`config.mk`:
```
export PLATFORM = sky130hd
export DESIGN_NAME = imm_rot_encoder
export DESIGN_NICKNAME = d
export VERILOG_FILES = /design/src/rtl/arm_imm_pkg.sv /design/src/rtl/imm_rot_check.sv /design/src/rtl/imm_rot_encoder.sv
export SDC_FILE = /design/constraint.sdc
export NUM_CORES = 1
export LEC_CHECK = 0
export BUFFER_PORTS_ARGS = -buffer_cell sky130_fd_sc_hd__buf_2
export CAP_MARGIN = 30
export CORE_MARGIN = 5
export CORE_UTILIZATION = 45
export DETAILED_ROUTE_END_ITERATION = 10
export GPL_TIMING_DRIVEN = 0
export SYNTH_ARGS = -nofsm -noshare
export SYNTH_HDL_FRONTEND = slang
export SYNTH_SLANG_ARGS = --single-unit
```
`constraint.sdc`:
```
create_clock -name clk -period 6.2 [get_ports clk]
set_input_delay 0.93 -clock clk [delete_from_list [all_inputs] [get_ports clk]]
set_output_delay 0.93 -clock clk [all_outputs]
set_load 0.02 [all_outputs]
```
`src/rtl/arm_imm_pkg.sv`:
```
// arm_imm_pkg: shared types and sizes for the ARM rotated-immediate encoder.
package arm_imm_pkg;
    typedef enum logic [1:0] {IDLE, SEARCH, DONE} state_t;
    localparam int ROT_COUNT = 16;
    localparam int ROT_W     = 4;
    localparam int IMM8_W    = 8;
    localparam logic [ROT_W-1:0] ROT_LAST = ROT_W'(ROT_COUNT - 1);
endpackage

```
`src/rtl/imm_rot_check.sv`:
```
// imm_rot_check: tests one rotation of a 32-bit candidate for an imm8 fit.
// Ports:
//   operand [31:0] in  - value under test
//   rot     [3:0]  in  - rotation index r; operand is rotated left by 2*r
//   match          out - rotated value has its upper 24 bits clear
//   imm8    [7:0]  out - low byte of the rotated value
module imm_rot_check
    import arm_imm_pkg::*;
(
    input  logic [31:0]       operand,
    input  logic [ROT_W-1:0]  rot,
    output logic              match,
    output logic [IMM8_W-1:0] imm8
);
    logic [5:0]  sh;
    logic [31:0] c;
    assign sh = {1'b0, rot, 1'b0};
    // sh=0 gives a 32-bit right shift, which yields 0 and leaves c = operand
    assign c = (operand << sh) | (operand >> (6'd32 - sh));
    assign match = c[31:IMM8_W] == '0;
    assign imm8 = c[IMM8_W-1:0];
endmodule

```
`src/rtl/imm_rot_encoder.sv`:
```
// imm_rot_encoder: searches for the ARM rotated-immediate form of a 32-bit constant.
// Ports:
//   clk, rst_n (async, active-low)
//   start, value[31:0]   - request; accepted only in IDLE
//   busy                 - high in SEARCH and DONE
//   done                 - one-cycle pulse when results are valid
//   valid                - constant is encodable
//   shift_operand[11:0]  - {rotate_imm, imm8}, operand2 = imm8 ROR (2*rotate_imm)
//   inverted             - encoding is for ~value (MVN form)
// Macro IMM_ROT_ENCODER_MVN_EN enables a second search pass on ~value.
module imm_rot_encoder
    import arm_imm_pkg::*;
(
    input  logic        clk,
    input  logic        rst_n,
    input  logic        start,
    input  logic [31:0] value,
    output logic        busy,
    output logic        done,
    output logic        valid,
    output logic [11:0] shift_operand,
    output logic        inverted
);
    state_t             state, state_d;
    logic [31:0]        value_q;
    logic [ROT_W-1:0]   r;
    logic [IMM8_W-1:0]  imm8;
    logic               pass, more, match, accept;

    assign accept = state == IDLE && start;
    assign busy   = state != IDLE;
    assign done   = state == DONE;

    imm_rot_check u_check (
        .operand (pass ? ~value_q : value_q),
        .rot     (r),
        .match   (match),
        .imm8    (imm8)
    );

    always_ff @(posedge clk or negedge rst_n) begin
        if (!rst_n) state <= IDLE;
        else        state <= state_d;
    end

    always_comb begin
        state_d = state;
        case (state)
            IDLE:    state_d = start ? SEARCH : IDLE;
            SEARCH:  state_d = (match || (r == ROT_LAST && !more)) ? DONE : SEARCH;
            default: state_d = IDLE;
        endcase
    end

    // Results are cleared on accept, so a failed search simply leaves them at 0.
    // r wraps from ROT_LAST to 0 on its own, which starts the MVN pass at r=0.
    always_ff @(posedge clk or negedge rst_n) begin
        if (!rst_n) begin
            value_q       <= '0;
            r             <= '0;
            valid         <= 1'b0;
            shift_operand <= '0;
        end else if (accept) begin
            value_q       <= value;
            r             <= '0;
            valid         <= 1'b0;
            shift_operand <= '0;
        end else if (state == SEARCH) begin
            if (match) begin
                valid         <= 1'b1;
                shift_operand <= {r, imm8};
            end
            r <= r + 1'b1;
        end
    end

`ifdef IMM_ROT_ENCODER_MVN_EN
    assign more = ~pass;

    always_ff @(posedge clk or negedge rst_n) begin
        if (!rst_n) begin
            pass     <= 1'b0;
            inverted <= 1'b0;
        end else if (accept) begin
            pass     <= 1'b0;
            inverted <= 1'b0;
        end else if (state == SEARCH) begin
            if (match)              inverted <= pass;
            else if (r == ROT_LAST) pass     <= 1'b1;
        end
    end
`else
    assign pass     = 1'b0;
    assign more     = 1'b0;
    assign inverted = 1'b0;
`endif
endmodule

```
; ---- After elaboration in Yosys (flattened, before gate mapping)
; Cells that the tools add are included.
[classes]
n_addsub = 2
eq_ne = 3
shift = 2
muxes = 11
n_bitwise = 1
n_reduce_logical = 8
[op_table]
columns = op, count
row1 = $mux W12, 3
row2 = $or A32 B32 Y32, 1
row3 = $shl A32 B5 Y32, 1
row4 = $shr A32 B6 Y32, 1
row5 = $logic_not A24 Y1, 1
row6 = $mux W4, 2
row7 = $reduce_bool A2 Y1, 3
row8 = $sub A6 B5 Y6 const A, 1
row9 = $add A4 B1 Y4 const B, 1
row10 = $eq A4 B4 Y1 const B, 1
row11 = $mux W1, 4
row12 = $pmux W2 S2, 1
row13 = $eq A2 B1 Y1 const B, 1
row14 = $eq A2 B2 Y1 const B, 1
row15 = $logic_not A2 Y1, 1
row16 = $mux W2, 1
row17 = $reduce_and A2 Y1, 1
row18 = $logic_and A1 B1 Y1, 1
row19 = $logic_or A1 B1 Y1, 1
[word_totals]
register_bits = 51

; ---- Logic depth before layout (Yosys ltp)
; Gate-level depths: netlist (run 1).
[depth]
ltp_word = 7
ltp_mapped = 15

; ---- Hierarchy
; From an unflattened synthesis (run 1), not the netlist that was laid out.
[unflattened]
hier_cells = 426
area_unflattened_um2 = 3614.7
[by_module_without_submodules]
columns = module, instances, cells_per_inst, area_per_inst_um2, seq_area_each_um2
row1 = imm_rot_encoder, 1, 196, 2038.2, 1276.2
row2 = imm_rot_check, 1, 230, 1576.5, 0.0

; ---- Least setup slack after synthesis (run 1)
; Ideal clock, no wire load.
[synth_timing]
path_kind = register -> register
startpoint = register r[0]
endpoint = register shift_operand[8]
setup_time_ns = 0.141
arrival_ns = 3.215
required_ns = 6.059
setup_slack_ns = 2.844
path_stages_with_launch = 14
synth_period_minus_slack_ns = 3.356
path_cell_list = dfrtp_1 -> buf_2 -> inv_2 -> clkbuf_1 -> ha_1 -> buf_4 -> clkbuf_1 -> mux4_2 -> nor4_4 -> a21oi_2 -> a311oi_4 -> nand4_2 -> buf_6 -> mux2i_1
[synth_via]
elab_chain_cells = 6
word_cells_on_any_way = 10
[synth_rtl]
columns = item, line_no
row1 = start: declaration, imm_rot_encoder.sv:26  ; logic [ROT_W-1:0] r;
row2 = start signal: assignment, imm_rot_encoder.sv:73  ; r <= r + 1'b1;
row3 = $sub A6 B5 Y6, imm_rot_check.sv:19  ; assign c = (operand << sh) | (operand >> (6'd32 - sh));
row4 = $shr A32 B6 Y32, imm_rot_check.sv:19
row5 = $or A32 B32 Y32, imm_rot_check.sv:19
row6 = $logic_not A24 Y1, imm_rot_check.sv:20  ; assign match = c[31:IMM8_W] == '0;
row7 = $reduce_bool A2 Y1 (no source line), --
row8 = $reduce_and A2 Y1 (no source line), --
row9 = end signal: assignment, imm_rot_encoder.sv:71  ; shift_operand <= {r, imm8};
row10 = end: declaration, imm_rot_encoder.sv:21  ; output logic [11:0] shift_operand,
; Several ways; a longest one is shown, not always the timed one. The select of a mux whose other input is x is not followed.
; A chain may end at the register's enable or synchronous reset.

; ---- Worst setup path in the final report (run 1)
; Same ends and word-level chain as after synthesis.

==> parameters.txt, run 1 <==
Parameter                              Value

Setup path
  Delay of the slowest cell on the worst path    0.51 ns
  Worst setup SP type    register
  Crit path cell chain    buf_2, inv_2, clkbuf_1, ha_1, buf_4, clkbuf_1, mux2i_1, mux2i_1, nor4_4, a21oi_2, a311oi_4, nand4_2, buf_6, mux2i_1
  Slowest cell on the critical path    sky130_fd_sc_hd__dfrtp_1
  Critical path class    reg -> reg
  Logic depth of the worst setup path including buffers    14
  Cell family contributing the most delay on the critical path    buffers and inverters
  Critical path buffer and inverter count    6
  Nature of the critical path endpoint    register
  CP dominant cell by count    sky130_fd_sc_hd__mux2i_1
  Worst path required time    6.37 ns
  CP max FO    10
  Worst path arrival time    4.52 ns
  Number of cells traversed by the worst register-to-register path    14

Placement
  Placed cells    703
  GP Congestion    0.937
  Placed wire-length estimate after detailed placement    10.9 mm
  Count of buffers inserted at the top-level ports    49

Clock network
  Post-cts resize count    0
  Number of buffers inserted by hold repair at cts    0
  CTS Root Buffer Type    sky130_fd_sc_hd__clkbuf_8
  TritonCTS clock tree    built
  Count of H-tree levels built during CTS    2
  Largest buffer count on any clock path    2
  Num Clock Sinks    51
  CTS clk-pin slew, worst paths    0.10 ns
  Cts bufs inserted    5
  Clock Latency Late Sink    0.31 ns
  Post-CTS Setup Bufs    0

Die
  Width of the die    108 um
  Placement row count    36
  Die Ht    108 um
  Overall die area    11800 um^2
  Num ports    51
  Starting density of the core    0.454
  Core outline area    9590 um^2

Global routing
  Met2 global-route usage    0.382
  Grt met3 use    0.0442
  Gr usage total    0.255
  Total overflow reported by the global router    0
  Busiest layer in global routing    met2
  Initial antenna violation count    0
  First-pass GRT wire length    23.1 mm
  Global routing met1 resource utilization    0.374
  Vias in the first global route    4234
  Pin count of the biggest net entering global routing    28

Worst hold path
  Class of the tightest hold or removal check    reg -> reg
  Worst Hold Path Cells    2

Timing
  Worst-margin pin slew    0.926 ns
  Number of slew-limit violations in the final report    0
  Final number of setup-violating endpoints    0
  Final TNS setup    0 ns
  Setup Skew    0.0113 ns
  Top achievable clock speed    0.230 GHz
  Slew margin rel.    0.381
  Final worst path period need    4.34 ns
  RSZ-0062 raised after global routing    no
  Total count of hold-check failures in the final report    0
  Period utilisation layout    0.700

Detailed routing
  Violation count after the first detailed-routing iteration    485
  Vias    4399
  First drt pass iteration count    5
  Number of remaining DRC errors    0
  Detailed-route vias per instance    6.19
  Final WL    14.6 mm
  WL/cell    20.5 um
  Antenna Violating Nets Remaining    0

Logic synthesis
  Share of synthesized registers carrying an async set or reset    1.00
  Area fraction of the dominant cell type after synthesis    0.293
  Part of the Yosys area used for sequential elements    0.293
  Number of different library cells in the post-synthesis netlist    73
  Number of synthesized register bits    51
  Largest cells by area after synthesis    sky130_fd_sc_hd__dfrtp_1, sky130_fd_sc_hd__nand2_1, sky130_fd_sc_hd__mux4_2
  Most common flop cell mapped by yosys    sky130_fd_sc_hd__dfrtp_1
  Most instantiated cells after synthesis    sky130_fd_sc_hd__nand2_1, sky130_fd_sc_hd__dfrtp_1, sky130_fd_sc_hd__mux2i_1
  Syn Std Cell Area    4360 um^2
  Number of flops mapped to enable cells by yosys    0
  Mapped Nets    557
  Cell type with the highest aggregate area in the netlist    sky130_fd_sc_hd__dfrtp_1
  Synth Area per Inst    8.38 um^2
  Warnings from Yosys    0
  Cell count after synthesis    520
  Cell with the most instances after synthesis    sky130_fd_sc_hd__nand2_1

Final layout
  Area Overhead vs Synth    12.1%
  Final core utilization    0.509
  Share of layout cells above drive strength 1    0.199
  Number of standard cells in the final layout excluding fillers    711
  # nets final    614
  Number of antenna repair diodes    0

Flow run
  Max capacitance violation total    0

Run status
  Result of the run    finished clean
==> logic make-up after synthesis <==
group                      count (synthesis)  synth area share
adders and majority gates                  2           0.00574
DFF                                       51             0.293
and+or+nand+nor                          230             0.243
buffers and inverters                     59            0.0620
xor gates and xnor gates                   2           0.00402
muxes                                     64             0.210
AOI/OAI and AO/OA                        111             0.181
other                                      1          0.000861
==> cells in the final DEF, fill, tap and decap left out, drive strengths merged, types with 2 or more instances in the layout <==
| cell | netlist | routed |
|---|---|---|
| a31o | 4 | 4 |
| nor3 | 24 | 24 |
| a21oi | 28 | 28 |
| and3 | 2 | 2 |
| o21ai | 20 | 20 |
| a311oi | 2 | 2 |
| nand2b | 4 | 4 |
| nor2b | 8 | 8 |
| mux2i | 38 | 38 |
| ha | 2 | 2 |
| buf | 21 | 71 |
| o2111ai | 2 | 2 |
| nor4 | 6 | 6 |
| nor3b | 8 | 8 |
| dfrtp | 51 | 51 |
| o221ai | 2 | 2 |
| o31ai | 2 | 2 |
| nand2 | 136 | 136 |
| a31oi | 6 | 6 |
| a211oi | 11 | 11 |
| o22ai | 7 | 7 |
| o211ai | 3 | 3 |
| nand4 | 4 | 4 |
| nand3 | 6 | 6 |
| mux4 | 21 | 21 |
| clkbuf | 28 | 35 |
| a221oi | 3 | 3 |
| or4 | 5 | 5 |
| nor2 | 19 | 19 |
| o21a | 2 | 2 |
| a41o | 3 | 3 |
| a2111oi | 2 | 2 |
| mux2 | 5 | 5 |
| or3 | 2 | 2 |
| inv | 10 | 10 |
| a22oi | 2 | 2 |
==> flip-flops by register name, indices dropped and copies added (netlist names) <==
| signal | flops |
|---|---|
| shift_operand | 12 |
| valid | 1 |
| state | 2 |
| value_q | 32 |
| r | 4 |
==> stage by stage <==
stage	hold slack (ns)	area [um^2]	worst slack, ns
global route	0.553	4880	1.64
detailed placement	0.472	4790	1.99
finish	0.504	4880	1.86
floorplan	0.513	4360	2.84
CTS	0.499	4880	1.96
global placement	0.468	4770	1.94
==> cell type report <==
cell class | count | area (um^2)
Fill cell | 986 | 4710
Multi-Input combinational cell | 410 | 2810
Sequential cell | 51 | 1280
Timing Repair Buffer | 50 | 265
Buffer | 49 | 233
Tap cell | 133 | 166
Clock buffer | 7 | 86.3
Inverter | 10 | 37.5
Clock inverter | 1 | 8.76
==> worst paths after layout <==
| path | startpoint | to | slack, ns |
|---|---|---|---|
| min | valid | valid | 0.50 |
| min in group asynchronous | rst_n | value_q[26] | 0.61 |
| max in group asynchronous | rst_n | shift_operand[4] | 5.01 |
| max | r[0] | shift_operand[8] | 1.86 |
| max reg2reg | r[0] | shift_operand[8] | 1.86 |
| min reg2reg | valid | valid | 0.50 |
==> layer usage <==
layer / part of all wire / wire length, um
met4: 0.027 / 394
met5: 0 / 0
met2: 0.45 / 6580
met3: 0.078 / 1140
met1: 0.44 / 6490
==> worst min-delay path, delay by kind of cell (launching register included) <==
family | cells | cell delay, ns
and+or+nand+nor | 2 | 0.10
DFF | 1 | 0.37
Power of run 1 is left out: the tool's default activity adds up to more than one toggle a clock period on the data nets, which glitch-free logic cannot reach.
==> run 2: changes to the inputs <==
==> constraint.sdc (replaced) <==
create_clock -name clk -period 4.4 [get_ports clk]
set_input_delay 0.66 -clock clk [delete_from_list [all_inputs] [get_ports clk]]
set_output_delay 0.66 -clock clk [all_outputs]
set_load 0.02 [all_outputs]
==> parameters.txt, run 2 (synthesis results as in run 1) <==
Parameter                              Value

Run status
  Result of the run    finished clean

Final layout
  Share of layout cells above drive strength 1    0.202 (+0.00346)
  Flip-flop count of the largest register, all copies and words added    32 (unchanged)
  Highest-count cells in the layout ignoring fill and taps    sky130_fd_sc_hd__nand2_1, sky130_fd_sc_hd__buf_2, sky130_fd_sc_hd__dfrtp_1, sky130_fd_sc_hd__mux2i_1, sky130_fd_sc_hd__a21oi_1
  Regs by FF count    value_q x32, shift_operand x12, r x4
  Final core utilization    0.509 (about the same)
  Register name with the most flops    value_q
  Most common cell after layout, fill and taps aside    sky130_fd_sc_hd__nand2_1
  Number of antenna repair diodes    0 (unchanged)
  Area Overhead vs Synth    12.1% (about the same)
  Number of standard cells in the final layout excluding fillers    711 (unchanged)
  # nets final    614 (unchanged)

Timing
  Top achievable clock speed    0.245 GHz (+6.5%)
  Final TNS setup    0 ns (unchanged)
  Slew margin rel.    0.389 (+0.00833)
  Setup Skew    0.0102 ns (-0.00115 ns)
  Worst-margin pin slew    0.914 ns (-0.0125 ns)
  Final number of setup-violating endpoints    0 (unchanged)
  Number of slew-limit violations in the final report    0 (unchanged)
  Period utilisation layout    0.926 (+0.226)
  Worst hold margin    0.343 ns (-0.161 ns)
  RSZ-0062 raised after global routing    no
  Final worst path period need    4.08 ns (-0.267 ns)
  Total count of hold-check failures in the final report    0 (unchanged)

Global routing
  Initial antenna violation count    0 (unchanged)
  Pin count of the biggest net entering global routing    28 (unchanged)
  Grt met3 use    0.0442 (unchanged)
  Global routing met1 resource utilization    0.374 (unchanged)
  Gr usage total    0.255 (unchanged)
  Met2 global-route usage    0.382 (unchanged)
  Vias in the first global route    4234 (unchanged)
  Busiest layer in global routing    met2
  Total overflow reported by the global router    0 (unchanged)
  First-pass GRT wire length    23.1 mm (unchanged)

Detailed routing
  First drt pass iteration count    5 (unchanged)
  Final WL    14.5 mm (-0.57%)
  WL/cell    20.4 um (-0.57%)
  Antenna Violating Nets Remaining    0 (unchanged)
  Detailed-route vias per instance    6.14 (-0.70%)
  Violation count after the first detailed-routing iteration    466 (-3.9%)
  Vias    4368 (-0.70%)
  Number of remaining DRC errors    0 (unchanged)

Clock network
  CTS Root Buffer Type    sky130_fd_sc_hd__clkbuf_8
  Cts bufs inserted    5 (unchanged)
  Clock Latency Late Sink    0.32 ns (about the same)
  TritonCTS clock tree    built
  Num Clock Sinks    51 (unchanged)
  Count of H-tree levels built during CTS    2 (unchanged)
  Largest buffer count on any clock path    2 (unchanged)
  Number of buffers inserted by hold repair at cts    0 (unchanged)
  CTS clk-pin slew, worst paths    0.10 ns (about the same)

Setup path
  Worst setup SP type    register
  Delay of the slowest cell on the worst path    0.56 ns (+0.05 ns)
  Slowest cell on the critical path    sky130_fd_sc_hd__o311ai_0
  Worst path required time    4.59 ns (-1.78 ns)
  Cell family contributing the most delay on the critical path    buffers and inverters
  Critical path buffer and inverter count    7 (+1)
  CP max FO    10 (unchanged)
  Critical path class    reg -> reg
  Crit path cell chain    buf_2, inv_2, clkbuf_2, ha_1, buf_4, buf_4, inv_1, o311ai_0, a31oi_1, o31ai_2, nand4_2, buf_6, mux2i_1
  Nature of the critical path endpoint    register
  Worst path arrival time    4.27 ns (-0.25 ns)
  CP dominant cell by count    sky130_fd_sc_hd__buf_4

Die
  Core outline area    9590 um^2 (unchanged)
  Placement row count    36 (unchanged)
  Die Ht    108 um (unchanged)
  Starting density of the core    0.454 (unchanged)
  Overall die area    11800 um^2 (unchanged)
  Width of the die    108 um (unchanged)
  Num ports    51 (unchanged)

Placement
  GP Congestion    0.937 (unchanged)
  Count of buffers inserted at the top-level ports    49 (unchanged)
  Placed wire-length estimate after detailed placement    10.9 mm (unchanged)
  Placed cells    703 (unchanged)

Flow run
  Max capacitance violation total    0 (unchanged)

Worst hold path
  Class of the tightest hold or removal check    in -> async
## run 2: cell types whose count changed in the layout (fill, tap and decap cells not counted)
cell,change
sky130_fd_sc_hd__clkbuf_1,-2
sky130_fd_sc_hd__clkbuf_2,+2
## run 2: routing by layer
metal  vias to the layer above  wire, um  part of all wire
li1                       2010         -                 -
met1                      2110      6400              0.44
met2                       212      6460              0.44
met3                        36      1240             0.086
met4                         0       415             0.029
met5                         -         0                 0
## run 2: final timing paths
kind	start	end	slack, ns	depth (start not counted)
min reg2reg	valid	valid	0.50	2
max in group asynchronous	rst_n	shift_operand[4]	3.48	2
min in group clk	valid	valid	0.50	2
min	rst_n	value_q[26]	0.34	1
max	r[0]	shift_operand[4]	0.32	13
max reg2reg	r[0]	shift_operand[4]	0.32	13
## run 2: layout make-up
| cell class | count | area [um^2] |
|---|---|---|
| Timing Repair Buffer | 50 | 265 |
| Buffer | 49 | 235 |
| Clock buffer | 7 | 86.3 |
| Clock inverter | 1 | 8.76 |
| Inverter | 10 | 37.5 |
| Fill cell | 984 | 4710 |
| Sequential cell | 51 | 1280 |
| Tap cell | 133 | 166 |
| Multi-Input combinational cell | 410 | 2810 |
## run 2: worst reg2reg max path: cells and delay by family, from the launching register on
kind / cells / cell delay, ns
flip-flops: 1 / 0.52
multiplexers: 1 / 0.13
adder cells (fa/ha/maj): 1 / 0.44
AND/OR/NAND/NOR: 1 / 0.20
buffers and inverters: 7 / 1.48
AO/OA/AOI/OAI: 3 / 1.19
## run 2: metrics by stage
stage / area [um^2] / setup WS, ns
after detailed placement: 4790 / 0.191
after global placement: 4770 / 0.136
final: 4890 / 0.324
after floorplan: 4360 / 1.04
after global routing: 4890 / 0.112
after CTS: 4880 / 0.164
## run 2: timing repair
item                                    CTS  global route
buffers inserted                          0             0
hold endpoints to repair                  0             0
endpoints found under the setup margin    0            14
gates resized for setup                   0             4
Power of run 2 is left out for the same reason.
==> run 3: changes to the inputs <==
--- a/config.mk
+++ b/config.mk
@@ -7,10 +7,13 @@
 export LEC_CHECK = 0
 export BUFFER_PORTS_ARGS = -buffer_cell sky130_fd_sc_hd__buf_2
 export CAP_MARGIN = 30
+export CELL_PAD_IN_SITES_DETAIL_PLACEMENT = 1
+export CELL_PAD_IN_SITES_GLOBAL_PLACEMENT = 1
 export CORE_MARGIN = 5
 export CORE_UTILIZATION = 45
 export DETAILED_ROUTE_END_ITERATION = 10
 export GPL_TIMING_DRIVEN = 0
+export PLACE_DENSITY_LB_ADDON = 0.1
 export SYNTH_ARGS = -nofsm -noshare
 export SYNTH_HDL_FRONTEND = slang
 export SYNTH_SLANG_ARGS = --single-unit
==> parameters.txt, run 3 (synthesis results as in run 1) <==
Parameter                              Value

Timing
  Final worst path period need    4.09 ns (+0.0102 ns)
  Slew margin rel.    0.398 (+0.00875)
  Worst-margin pin slew    0.901 ns (-0.0131 ns)
  Final TNS setup    0 ns (unchanged)
  Period utilisation layout    0.929 (+0.00233)
  RSZ-0062 raised after global routing    no
  Final number of setup-violating endpoints    0 (unchanged)
  Number of slew-limit violations in the final report    0 (unchanged)
  Top achievable clock speed    0.245 GHz (-0.25%)
  Setup Skew    0.00687 ns (-0.00332 ns)
  Total count of hold-check failures in the final report    0 (unchanged)

Final layout
  Regs by FF count    value_q x32, shift_operand x12, r x4
  Number of antenna repair diodes    0 (unchanged)
  Highest-count cells in the layout ignoring fill and taps    sky130_fd_sc_hd__nand2_1, sky130_fd_sc_hd__buf_2, sky130_fd_sc_hd__dfrtp_1, sky130_fd_sc_hd__mux2i_1, sky130_fd_sc_hd__a21oi_1
  Register name with the most flops    value_q
  # nets final    613 (-0.16%)
  Reg area    1280 um^2 (unchanged)
  Area Overhead vs Synth    12.5%
  Share of layout cells above drive strength 1    0.201 (-0.00138)
  Number of standard cells in the final layout excluding fillers    710 (-0.14%)
  Final core utilization    0.511 (+0.00170)
  Flip-flop count of the largest register, all copies and words added    32 (unchanged)
  Most common cell after layout, fill and taps aside    sky130_fd_sc_hd__nand2_1
  Area of the multi-input gates    2810 um^2 (unchanged)
  Filler cell count in the final layout    1220 (+24%)

Clock network
  Largest buffer count on any clock path    2 (unchanged)
  Clock Latency Late Sink    0.32 ns (about the same)
  Count of H-tree levels built during CTS    2 (unchanged)
  Num Clock Sinks    51 (unchanged)
  TritonCTS clock tree    built
  CTS clk-pin slew, worst paths    0.09 ns (about the same)
  Number of buffers inserted by hold repair at cts    0 (unchanged)
  Cts bufs inserted    5 (unchanged)
  CTS Root Buffer Type    sky130_fd_sc_hd__clkbuf_8
  Post-CTS Setup Bufs    0 (unchanged)

Setup path
  Slowest cell on the critical path    sky130_fd_sc_hd__o311ai_0
  Worst path required time    4.62 ns (+0.03 ns)
  Nature of the critical path endpoint    register
  Number of cells traversed by the worst register-to-register path    11 (-2)
  CP dominant cell by count    sky130_fd_sc_hd__buf_4
  Worst path arrival time    4.31 ns (+0.04 ns)
  Worst setup SP type    register
  Endpoint of the most critical register-to-register path    shift_operand[10]
  Worst R2R Setup Slack    0.31 ns (about the same)
  Startpoint of the most critical register-to-register path    r[0]
  CP max FO    13 (+3)
  Delay of the slowest cell on the worst path    0.65 ns (+0.09 ns)
  Crit path cell chain    buf_2, inv_2, ha_1, buf_4, buf_4, inv_1, o311ai_0, a31oi_1, o31ai_2, nand4_1, a31o_1
  Critical path class    reg -> reg

Global routing
  Initial antenna violation count    0 (unchanged)
  Total overflow reported by the global router    0 (unchanged)
  Vias in the first global route    4446 (+5.0%)
  First-pass GRT wire length    25.0 mm (+8.0%)
  Pin count of the biggest net entering global routing    29 (+3.6%)
  Gr usage total    0.278 (+0.0236)

Worst hold path
  Class of the tightest hold or removal check    in -> async

Placement
  Placed wire-length estimate after detailed placement    12.2 mm (+12%)
  GP Congestion    0.980 (+4.6%)
  Placed cells    703 (unchanged)
  Count of buffers inserted at the top-level ports    49 (unchanged)

Die
  Die Ht    108 um (unchanged)
  Overall die area    11800 um^2 (unchanged)
  Num ports    51 (unchanged)
  Placement row count    36 (unchanged)
  Width of the die    108 um (unchanged)
  Core outline area    9590 um^2 (unchanged)
  Starting density of the core    0.454 (unchanged)

Detailed routing
  First drt pass iteration count    5 (unchanged)
  Number of remaining DRC errors    0 (unchanged)
  Detailed-route vias per instance    6.18 (+0.65%)
  Antenna Violating Nets Remaining    0 (unchanged)
  Vias    4390 (+0.50%)
  Violation count after the first detailed-routing iteration    313 (-33%)
  Final WL    15.7 mm (+8.1%)
  WL/cell    22.1 um (+8.3%)

Run status
  Result of the run    finished clean

Flow run
  Max capacitance violation total    0 (unchanged)
run 3: how the worst max path moves through the flow:
stage / cells after the start / to / slack [ns] / start
3_5_place_dp: 13 / shift_operand[8] / -0.0005 / r[0]
2_1_floorplan: 13 / shift_operand[8] / 1.04 / r[0]
3_3_place_gp: 13 / shift_operand[8] / 0.02 / r[0]
6_report: 11 / shift_operand[10] / 0.31 / r[0]
4_1_cts: 12 / shift_operand[8] / 0.38 / r[0]
5_1_grt: 12 / shift_operand[9] / 0.11 / r[0]
run 3: worst max-delay path, delay by kind of cell (launching register included):
| family | cells | cell delay (ns) |
|---|---|---|
| AOI/OAI and AO/OA | 4 | 1.66 |
| buffers and inverters | 5 | 1.11 |
| DFF | 1 | 0.47 |
| adders and majority gates | 1 | 0.44 |
| and+or+nand+nor | 1 | 0.29 |
run 3: per-stage QoR:
step	area [um^2]	hold WS, ns	setup WS [ns]
after CTS	4900	0.344	0.375
after global placement	4770	0.458	0.0154
final	4900	0.343	0.314
after global routing	4900	0.382	0.110
after floorplan	4360	0.364	1.04
after detailed placement	4790	0.484	-0.000537
run 3: area by class of cell:
class                      instances  area share
buffer                            48      0.0467
clock buffer                       6      0.0168
clock inverter                     2     0.00714
inverter                          10     0.00766
multi-input combinational        410       0.573
sequential                        51       0.260
tap                              133      0.0339
timing repair buffer              50      0.0541
run 3: per-layer routing:
metal	routed length, um	track usage	vias up	part of all wire
li1	-	-	2003	-
met2	7600	0.464	182	0.48
met3	1090	0.0490	36	0.069
met5	0	0	-	0
met1	6650	0.370	2169	0.42
met4	362	0.0830	0	0.023
run 3: repair_timing:
item	CTS	global route
gates resized for setup	0	0
endpoints found under the setup margin	1	0
hold endpoints to repair	0	0
Power of run 3 is left out for the same reason.
